--- src/rtl/perm_seq.sv ---
// -----------------------------------------------------------------------------
// perm_seq
// Sequencer between the NoC interface block buffers and the permutation block.
// A load FSM streams one WORDS x 64-bit block from the input buffer into the
// perm (pushin/firstin/din, stalled by stopin). An unload FSM then collects
// the permuted words (pushout/firstout/dout, throttled by stopout) and writes
// them into the output buffer (store_we/store_idx/store_word).
//
// Ports
//   clk, rst           clock, synchronous active-high reset
//   load_req           input buffer holds a full block (level until load_ack)
//   load_idx           word index presented to the input buffer
//   load_word          input buffer word at load_idx (combinational read)
//   load_ack           one-cycle pulse: last word accepted by the perm
//   pushin/firstin/din word stream into the perm
//   stopin             perm stall; push accepted when pushin=1 and stopin=0
//   pushout/firstout/dout  word stream out of the perm
//   stopout            stall towards the perm (1 = do not push)
//   unload_ready       output buffer can receive a block
//   store_we/store_idx/store_word  output buffer write port
//   block_done         one-cycle pulse: WORDS words stored
//   busy               a block is loading, pending in the perm, or unloading
//   err                sticky protocol error, cleared only by rst
//
// Configuration
//   PERM_SEQ_OVERLAP_EN  when defined, a new load may start while the previous
//                        block is still being unloaded (double-buffers the
//                        perm). Default: strictly one block in flight.
// -----------------------------------------------------------------------------
module perm_seq #(
    parameter int WORDS = 25,
    parameter int IDXW  = 5
) (
    input  logic            clk,
    input  logic            rst,
    input  logic            load_req,
    output logic [IDXW-1:0] load_idx,
    input  logic [63:0]     load_word,
    output logic            load_ack,
    output logic            pushin,
    output logic            firstin,
    output logic [63:0]     din,
    input  logic            stopin,
    input  logic            pushout,
    input  logic            firstout,
    input  logic [63:0]     dout,
    output logic            stopout,
    input  logic            unload_ready,
    output logic            store_we,
    output logic [IDXW-1:0] store_idx,
    output logic [63:0]     store_word,
    output logic            block_done,
    output logic            busy,
    output logic            err
);

    localparam logic [IDXW-1:0] ZERO_IDX = {IDXW{1'b0}};
    localparam logic [IDXW-1:0] ONE_IDX  = IDXW'(1);
    localparam logic [IDXW-1:0] LAST_IDX = IDXW'(WORDS - 1);

    typedef enum logic [1:0] {
        L_IDLE = 2'd0,
        L_PUSH = 2'd1,
        L_ACK  = 2'd2
    } load_state_t;

    typedef enum logic [1:0] {
        U_IDLE = 2'd0,
        U_RECV = 2'd1,
        U_DONE = 2'd2
    } unload_state_t;

    load_state_t     l_state_r, l_state_n;
    unload_state_t   u_state_r, u_state_n;

    // load side: load_idx_r is the prefetch index (one ahead of the word on
    // din) because load_word is only valid for the index already presented.
    logic [IDXW-1:0] load_idx_r, load_idx_n;
    logic [IDXW-1:0] push_cnt_r, push_cnt_n;
    logic            pushin_r, pushin_n;
    logic            firstin_r, firstin_n;
    logic [63:0]     din_r, din_n;
    logic            load_ack_r, load_ack_n;

    // unload side
    logic [IDXW-1:0] rcv_cnt_r, rcv_cnt_n;
    logic            stopout_r, stopout_n;
    logic            store_we_r, store_we_n;
    logic [IDXW-1:0] store_idx_r, store_idx_n;
    logic [63:0]     store_word_r, store_word_n;
    logic            block_done_r, block_done_n;

    // shared status
    logic            pend_r, pend_n;
    logic            busy_r, busy_n;
    logic            err_r, err_n;

    logic            load_ok_s;
    logic            push_acc_s;
    logic            rcv_acc_s;
    logic            drop_err_s;
    logic            seq_err_s;
    logic            pend_set_s;
    logic            pend_clr_s;
    logic [IDXW-1:0] eff_idx_s;

`ifdef PERM_SEQ_OVERLAP_EN
    // new block may enter the perm as soon as the previous one has left the
    // pending slot, even while it is still being unloaded
    assign load_ok_s = (l_state_r == L_IDLE) && !pend_r;
`else
    // strictly one block in flight
    assign load_ok_s = (l_state_r == L_IDLE) && !pend_r && (u_state_r == U_IDLE);
`endif

    assign push_acc_s = pushin_r && !stopin;
    assign rcv_acc_s  = pushout && !stopout_r && (u_state_r == U_RECV);
    assign drop_err_s = pushout && stopout_r;
    // firstout realigns the block: that word always lands at index 0
    assign eff_idx_s  = firstout ? ZERO_IDX : rcv_cnt_r;

    // load FSM next-state and registered load-side outputs
    always_comb begin
        l_state_n  = l_state_r;
        load_idx_n = load_idx_r;
        push_cnt_n = push_cnt_r;
        pushin_n   = pushin_r;
        firstin_n  = firstin_r;
        din_n      = din_r;
        load_ack_n = 1'b0;
        pend_set_s = 1'b0;
        case (l_state_r)
            L_IDLE: begin
                if (load_req && load_ok_s) begin
                    l_state_n  = L_PUSH;
                    pushin_n   = 1'b1;
                    firstin_n  = 1'b1;
                    din_n      = load_word;
                    push_cnt_n = ZERO_IDX;
                    load_idx_n = ONE_IDX;
                end else begin
                    load_idx_n = ZERO_IDX;
                end
            end
            L_PUSH: begin
                if (push_acc_s) begin
                    if (push_cnt_r == LAST_IDX) begin
                        l_state_n  = L_ACK;
                        pushin_n   = 1'b0;
                        firstin_n  = 1'b0;
                        load_ack_n = 1'b1;
                        pend_set_s = 1'b1;
                        load_idx_n = ZERO_IDX;
                    end else begin
                        din_n      = load_word;
                        firstin_n  = 1'b0;
                        push_cnt_n = push_cnt_r + ONE_IDX;
                        // prefetch index saturates on the last word
                        load_idx_n = (load_idx_r == LAST_IDX) ? load_idx_r
                                                              : load_idx_r + ONE_IDX;
                    end
                end else begin
                    l_state_n = L_PUSH;
                end
            end
            L_ACK: begin
                l_state_n = L_IDLE;
            end
            default: begin
                l_state_n  = L_IDLE;
                pushin_n   = 1'b0;
                firstin_n  = 1'b0;
                load_idx_n = ZERO_IDX;
            end
        endcase
    end

    // unload FSM next-state and registered store-side outputs
    always_comb begin
        u_state_n    = u_state_r;
        rcv_cnt_n    = rcv_cnt_r;
        stopout_n    = 1'b1;
        store_we_n   = 1'b0;
        store_idx_n  = store_idx_r;
        store_word_n = store_word_r;
        block_done_n = 1'b0;
        pend_clr_s   = 1'b0;
        seq_err_s    = 1'b0;
        case (u_state_r)
            U_IDLE: begin
                if (pend_r && unload_ready) begin
                    u_state_n   = U_RECV;
                    rcv_cnt_n   = ZERO_IDX;
                    store_idx_n = ZERO_IDX;
`ifdef PERM_SEQ_OVERLAP_EN
                    pend_clr_s  = 1'b1;
`else
                    pend_clr_s  = 1'b0;
`endif
                end else begin
                    u_state_n = U_IDLE;
                end
            end
            U_RECV: begin
                if (rcv_acc_s) begin
                    store_we_n   = 1'b1;
                    store_word_n = dout;
                    store_idx_n  = eff_idx_s;
                    seq_err_s    = (firstout && (rcv_cnt_r != ZERO_IDX)) ||
                                   (!firstout && (rcv_cnt_r == ZERO_IDX));
                    if (eff_idx_s == LAST_IDX) begin
                        u_state_n = U_DONE;
                        stopout_n = 1'b1;
                        rcv_cnt_n = ZERO_IDX;
                    end else begin
                        stopout_n = 1'b0;
                        rcv_cnt_n = eff_idx_s + ONE_IDX;
                    end
                end else begin
                    stopout_n = 1'b0;
                end
            end
            U_DONE: begin
                u_state_n    = U_IDLE;
                block_done_n = 1'b1;
`ifdef PERM_SEQ_OVERLAP_EN
                pend_clr_s   = 1'b0;
`else
                pend_clr_s   = 1'b1;
`endif
            end
            default: begin
                u_state_n = U_IDLE;
                rcv_cnt_n = ZERO_IDX;
            end
        endcase
    end

    // pending flag (set wins over clear), sticky error and busy summary
    always_comb begin
        if (pend_set_s) begin
            pend_n = 1'b1;
        end else if (pend_clr_s) begin
            pend_n = 1'b0;
        end else begin
            pend_n = pend_r;
        end
        err_n  = err_r | seq_err_s | drop_err_s;
        busy_n = (l_state_n != L_IDLE) | pend_n | (u_state_n != U_IDLE);
    end

    // state and output registers with synchronous reset
    always_ff @(posedge clk) begin
        if (rst) begin
            l_state_r    <= L_IDLE;
            u_state_r    <= U_IDLE;
            load_idx_r   <= ZERO_IDX;
            push_cnt_r   <= ZERO_IDX;
            pushin_r     <= 1'b0;
            firstin_r    <= 1'b0;
            din_r        <= 64'd0;
            load_ack_r   <= 1'b0;
            rcv_cnt_r    <= ZERO_IDX;
            stopout_r    <= 1'b1;
            store_we_r   <= 1'b0;
            store_idx_r  <= ZERO_IDX;
            store_word_r <= 64'd0;
            block_done_r <= 1'b0;
            pend_r       <= 1'b0;
            busy_r       <= 1'b0;
            err_r        <= 1'b0;
        end else begin
            l_state_r    <= l_state_n;
            u_state_r    <= u_state_n;
            load_idx_r   <= load_idx_n;
            push_cnt_r   <= push_cnt_n;
            pushin_r     <= pushin_n;
            firstin_r    <= firstin_n;
            din_r        <= din_n;
            load_ack_r   <= load_ack_n;
            rcv_cnt_r    <= rcv_cnt_n;
            stopout_r    <= stopout_n;
            store_we_r   <= store_we_n;
            store_idx_r  <= store_idx_n;
            store_word_r <= store_word_n;
            block_done_r <= block_done_n;
            pend_r       <= pend_n;
            busy_r       <= busy_n;
            err_r        <= err_n;
        end
    end

    assign load_idx   = load_idx_r;
    assign load_ack   = load_ack_r;
    assign pushin     = pushin_r;
    assign firstin    = firstin_r;
    assign din        = din_r;
    assign stopout    = stopout_r;
    assign store_we   = store_we_r;
    assign store_idx  = store_idx_r;
    assign store_word = store_word_r;
    assign block_done = block_done_r;
    assign busy       = busy_r;
    assign err        = err_r;

endmodule

--- config.mk ---
export PLATFORM = sky130hd
export DESIGN_NAME = perm_seq
export DESIGN_NICKNAME = d
export VERILOG_FILES = /design/src/rtl/perm_seq.sv
export SDC_FILE = /design/constraint.sdc
export NUM_CORES = 1
export LEC_CHECK = 0
export BUFFER_PORTS_ARGS = -buffer_cell sky130_fd_sc_hd__buf_2
export CORE_MARGIN = 8
export CORE_UTILIZATION = 47
export DETAILED_ROUTE_END_ITERATION = 6
export HOLD_SLACK_MARGIN = 0.12
export MAX_ROUTING_LAYER = met4
export PLACE_DENSITY = 0.8
export SETUP_SLACK_MARGIN = 0.2
export SYNTH_ARGS = -nofsm -noshare
export SYNTH_HDL_FRONTEND = slang
export SYNTH_SLANG_ARGS = --single-unit
--- constraint.sdc ---
create_clock -name clk -period 2.3 [get_ports clk]
set_clock_uncertainty 0.2 [all_clocks]
set_input_delay 0.115 -clock clk [delete_from_list [all_inputs] [get_ports clk]]
set_output_delay 0.115 -clock clk [all_outputs]
set_load 0.01 [all_outputs]
Yosys cells after proc, flatten, opt, wreduce, memory -nomap -nowiden

Cells that the tools add are included.

ROM bits: 0
Memories kept: 0
Output and inout port bits: 146
Bits in latches: 0
Bits in writable memories: 0
Bits in registers: 161
Word-level logic and storage cells: 117
Input port bits: 135

$add $sub $neg: 3
Equal/unequal tests: 14
Mux-type cells: 45
Reduce and logical (&&, ||, !) cells: 31
Multiply operators: 0
Shift-type cells: 0
Bitwise gates (word level): 7
Div/mod/pow operators: 0
$lt $le $gt $ge: 0

Operators with widths:

| cell                                                  | number |
|---|---|
| two-way mux 64 bit                                    | 3 |
| one-hot mux 64 bit (2 select lines)                   | 1 |
| two-way mux 5 bit                                     | 11 |
| one-hot mux 5 bit (3 select lines)                    | 2 |
| one-hot mux 5 bit (2 select lines)                    | 2 |
| two-way mux 1 bit                                     | 17 |
| adder 5 x 1 -> 5 bit, second input constant           | 3 |
| equality test 5 bit, second input constant            | 3 |
| AND reduction 3 bit                                   | 4 |
| logical AND 1 bit                                     | 10 |
| two-way mux 2 bit                                     | 5 |
| inequality test 2 bit, second input constant          | 4 |
| one-hot mux 2 bit (2 select lines)                    | 2 |
| AND reduction 4 bit                                   | 2 |
| nonzero test 2 bit                                    | 4 |
| one-hot mux 1 bit (3 select lines)                    | 2 |
| logical NOT 5 bit                                     | 1 |
| nonzero test 5 bit                                    | 1 |
| equality test 2 x 1 -> 1 bit, second input constant   | 2 |
| equality test 2 bit, second input constant            | 2 |
| logical NOT 1 bit                                     | 4 |
| logical NOT 2 bit                                     | 2 |
| inequality test 2 x 1 -> 1 bit, second input constant | 2 |
| OR 1 bit                                              | 4 |
| 5 further kinds                                       | 7 |

Longest topological paths before layout

Depth in word-level cells: 9
Mapped depth: 9
Mapped depth without buffers: 7

Worst setup path after synthesis

Ideal clock, no wire load.

Path type: register to register
From: register push_cnt_r[0]
To: register push_cnt_r[2]
Arrival time: 1.529 ns
Path slack: 0.512 ns
Required time: 2.041 ns
Period minus slack after synthesis: 1.788 ns
Cell stages (with the launch flop): 9
Path through: dfxtp_1 > inv_1 > ha_1 > nand4b_1 > and2_1 > buf_6 > buf_6 > a2111oi_4 > a31o_1

Cells in the longest elaborated chain, start to end: 4
Elaborated cells between the ends (all ways): 7
Classes of those cells: add/sub: 1; eq/ne: 2; mux: 3; reduce/logical: 1

Ends and longest elaborated chain:

| element                            | RTL line | source |
|---|---|---|
| start, declared                    | 79       | `logic [IDXW-1:0] push_cnt_r, push_cnt_n;` |
| start signal, assigned             | 276      | `push_cnt_r <= push_cnt_n;` |
| adder 5 x 1 -> 5 bit               | 157      | `push_cnt_n = push_cnt_r + ONE_IDX;` |
| two-way mux 5 bit                  | 147      | `if (push_cnt_r == LAST_IDX) begin` |
| two-way mux 5 bit                  | 146      | `if (push_acc_s) begin` |
| one-hot mux 5 bit (2 select lines) | 132      | `case (l_state_r)` |

Several ways; a longest one is shown, not always the timed one. The select of a mux whose other input is x is not followed.
A chain may end at the register's enable or synchronous reset.

Worst setup path after layout

From: register push_cnt_r[0]
To: register din_r[38] (netlist: din[38])

Cells in the longest elaborated chain, start to end: 3

Ends and longest elaborated chain:

| element                                | RTL line | source |
|---|---|---|
| equality test 5 bit                    | 147      |  |
| inequality test 2 bit (no source line) | n/a      |  |
| AND reduction 4 bit (no source line)   | n/a      |  |
| end signal, assigned                   | 279      | `din_r <= din_n;` |
| end, declared                          | 82       | `logic [63:0] din_r, din_n;` |

Every way passes these cells.

==> impl_summary.log <==
INFO  metric path_class = flop to flop
INFO  metric synth_area_per_cell = 8.22 sq um
INFO  metric final_core_util = 0.745
INFO  metric number_of_synthesized_flops_with_an_enable_pin = 0
INFO  metric vias_per_cell = about 5.4
INFO  metric max_cap_viol_count = 0
INFO  metric gp_congestion = 0.797
INFO  metric hp-class = flop to flop
INFO  metric synthesis.nets = approximately 890
INFO  metric gr-total-overflow = 0
INFO  metric r2r_slack = 0.29 ns
INFO  metric p_leak = approximately 4.2 nW
INFO  metric chipWidth = between 100 and 150 um
INFO  metric layout.filler_cells = 913
INFO  metric holdPathStages = 2
INFO  metric finalSetupTns = 0 ns
INFO  metric initial_antenna_violation_count = 1
INFO  metric finalMaxSlewViolations = 0
INFO  metric power-per-cell-area = 664 mW/mm^2
INFO  metric timing.reg2reg.worst_path_depth = 7
INFO  metric critPathLaunchType = flop
INFO  metric switching_power = 1.58 mW
INFO  metric cts_root_buffer = clkbuf_16
INFO  metric max_freq = 497 MHz
INFO  metric report.final.hold_viol_count = 0
INFO  metric run_status = finished, final reports clean
INFO  metric count_of_buffers_added_by_post_cts_timing_repair_for_setup = 0
INFO  metric pin_count = 281
INFO  metric core.rowCount = 42
INFO  metric rsz0062_at_grt = yes
INFO  metric synth.distinct_cells = 43
INFO  metric via_count_of_the_first_global_routing_pass = 7151
INFO  metric synth.cell_area = roughly 0.006 sq mm
INFO  metric floorplan.core_area = 0.0130 sq mm
INFO  metric worst-slew-pin-transition = 0.624 ns
INFO  metric count_of_buffers_inserted_at_the_top_level_ports = 280
INFO  metric cts.path.max_buffers = 2
INFO  metric routed_wire_length_per_instance = between 15 and 20 um
INFO  metric rr_endpoint = din[38]
INFO  metric arrival = ~2.1 ns
INFO  metric tritoncts = built
INFO  metric fin_crit = ~2.0 ns
INFO  metric yosys_register_bits = 161
INFO  metric synth_largest_area_cell = dfxtp_1
INFO  metric setup-violations-final = 0
INFO  metric postSynth.topFlopCell = dfxtp_1
INFO  metric cts.sink_count = 161
INFO  metric largest_net_degree_at_the_start_of_global_routing = 67
INFO  metric die_ht = 131 um
INFO  metric place_hpwl = 14.1 mm
INFO  metric path_max_fanout = 40
INFO  metric synth-warning-count = 0
INFO  metric netSwitchingFraction = 0.246
INFO  metric yosysSeqAreaShare = 0.522
INFO  metric post_route_cells_drive_above_1_share = 0.292
INFO  metric final_nets = 1280
INFO  metric max-slew-margin-rel = 0.583
INFO  metric wirelength = 23.7 mm
INFO  metric sequentialPowerShare = 0.455
INFO  metric final_cell_mix = buf_2 (279), dfxtp_1 (161), a21oi_1 (139)
INFO  metric firstDrtPassIters = 5
INFO  metric antenna_viol_nets_final = 0
INFO  metric final_common_cell = buf_2
INFO  metric postSynth.asyncResetShare = 0
INFO  metric clock_network_latency_to_the_later_pin_of_the_worst_skew_pair = 0.41 ns
INFO  metric place_ws = between 0.3 and 0.4 ns
INFO  metric vias = between 7k and 8k
INFO  metric cell_internal_pwr = slightly below 5 mW
INFO  metric drt_iter0_drc = 562
INFO  metric design.die.area = between 0.015 and 0.02 sq mm
INFO  metric cts.htree.levels = 4
INFO  metric synth_top_cell_area_share = 0.522
INFO  metric start_util = 0.474
INFO  metric cp-end-kind = flop
INFO  metric final_min_period_over_clock_period = 0.875
INFO  metric worstHoldEndpoint = store_word[61]
INFO  metric drc = 0
INFO  metric vdd.ir_drop.worst = around 540 uV
INFO  metric holdCritStartpoint = store_word[61]
INFO  metric finalWorstSetupSlack = 0.288 ns
INFO  metric crit-reg2reg-launch = push_cnt_r[0]
INFO  metric worst_setup_startpoint = push_cnt_r[0]
INFO  metric clock_network_fraction_of_design_power = 0.424
INFO  metric data_required_time_of_the_critical_path = 2.39 ns
INFO  metric area.growth.synth_to_final = 57.1%
INFO  metric syn_inst = approximately 750
INFO  metric clk_transition_reported_paths = 0.07 ns
INFO  metric global_route_wire_length_before_repair = 36.1 mm
INFO  metric track_usage = 0.277
INFO  metric synth_area_leaders = dfxtp_1 (52%), a21oi_1 (11%), nand2_1 (8.1%)
INFO  metric comb_power_share = 0.120
INFO  metric cts_buffers = 17
## per-stage QoR
stage               instance area, sq um  power (mW)  hold slack [ns]  instances
floorplan                           6170        3.26           0.0331        751
global placement                    7750        3.55            0.156       1161
detailed placement                  7750        3.56            0.160       1161
CTS                                 9670        6.45            0.252       1328
global route                        9700        6.68            0.272       1329
finish                              9700        6.44            0.251       1330
## critical path, stage by stage, from the launching register on
cell      delay, ns
dfxtp_1        0.33
inv_1          0.12
ha_1           0.19
nand4b_1       0.20
and2_4         0.25
buf_12         0.17
o21ai_0        0.30
a21oi_1        0.12
## how the worst max path moves through the flow
stage,to,slack (ns),depth (start not counted)
4_1_cts,load_ack,0.27,6
3_5_place_dp,din[16],0.34,7
6_report,din[38],0.29,7
3_3_place_gp,din[38],0.39,7
5_1_grt,load_idx[0],0.18,6
2_1_floorplan,push_cnt_r[2],0.51,8
## layout make-up
cell class | count | area [sq um] | share of cell area
antenna | 2 | 5.00 | 0.000516
clock buffer | 21 | 470 | 0.0485
clock inverter | 11 | 104 | 0.0107
inverter | 14 | 52.6 | 0.00542
multi-input combinational | 514 | 2670 | 0.276
sequential | 161 | 3220 | 0.332
tap | 176 | 220 | 0.0227
timing repair buffer | 431 | 2950 | 0.304
## metal layers
metal | up-vias | routed length (um) | track usage
met3 | 50 | 2470 | 0.0812
met1 | 3349 | 9100 | 0.307
li1 | 3368 | - | -
met2 | 376 | 11400 | 0.449
met5 | - | 0 | -
met4 | 0 | 767 | 0.137
## state kept, by name (all words and copies together), names as in the netlist
| signal | count |
|---|---|
| u_state_r | 2 |
| pushin | 1 |
| firstin | 1 |
| store_we | 1 |
| din | 64 |
| load_idx | 5 |
| push_cnt_r | 5 |
| stopout | 1 |
| busy | 1 |
| l_state_r | 2 |
| block_done | 1 |
| pend_r | 1 |
| store_word | 64 |
| load_ack | 1 |
| store_idx | 5 |
| rcv_cnt_r | 5 |
| err | 1 |
## power groups by stage
stage	combinational, mW	sequential [mW]	clock [mW]
floorplan	0.237	3.03	0
global placement	0.562	2.99	0
detailed placement	0.567	2.99	0
CTS	0.747	2.93	2.77
global route	0.834	2.94	2.91
finish	0.776	2.93	2.73
## cells by family after synthesis
family,share of synthesized area
and+or+nand+nor,0.199
DFF,0.522
buffers and inverters,0.0523
adders and majority gates,0.0122
xor gates and xnor gates,0.00567
AOI/OAI and AO/OA,0.206
muxes,0.00324
## repair_timing
action	CTS	global route
hold buffers	135	0
setup endpoints to repair	0	27
endpoints found under the hold margin	158	0
resized for setup	0	6
## synthesized netlist by cell type, drive strengths merged (5+ instances only)
library cell    n
a21oi         139
a22o            5
buf            23
clkbuf         39
dfxtp         161
ha              6
inv            14
nand2         134
nand2b          6
nand3          79
nor2           13
nor2b           5
o21ai          76
(Power assumes the default switching activity.)
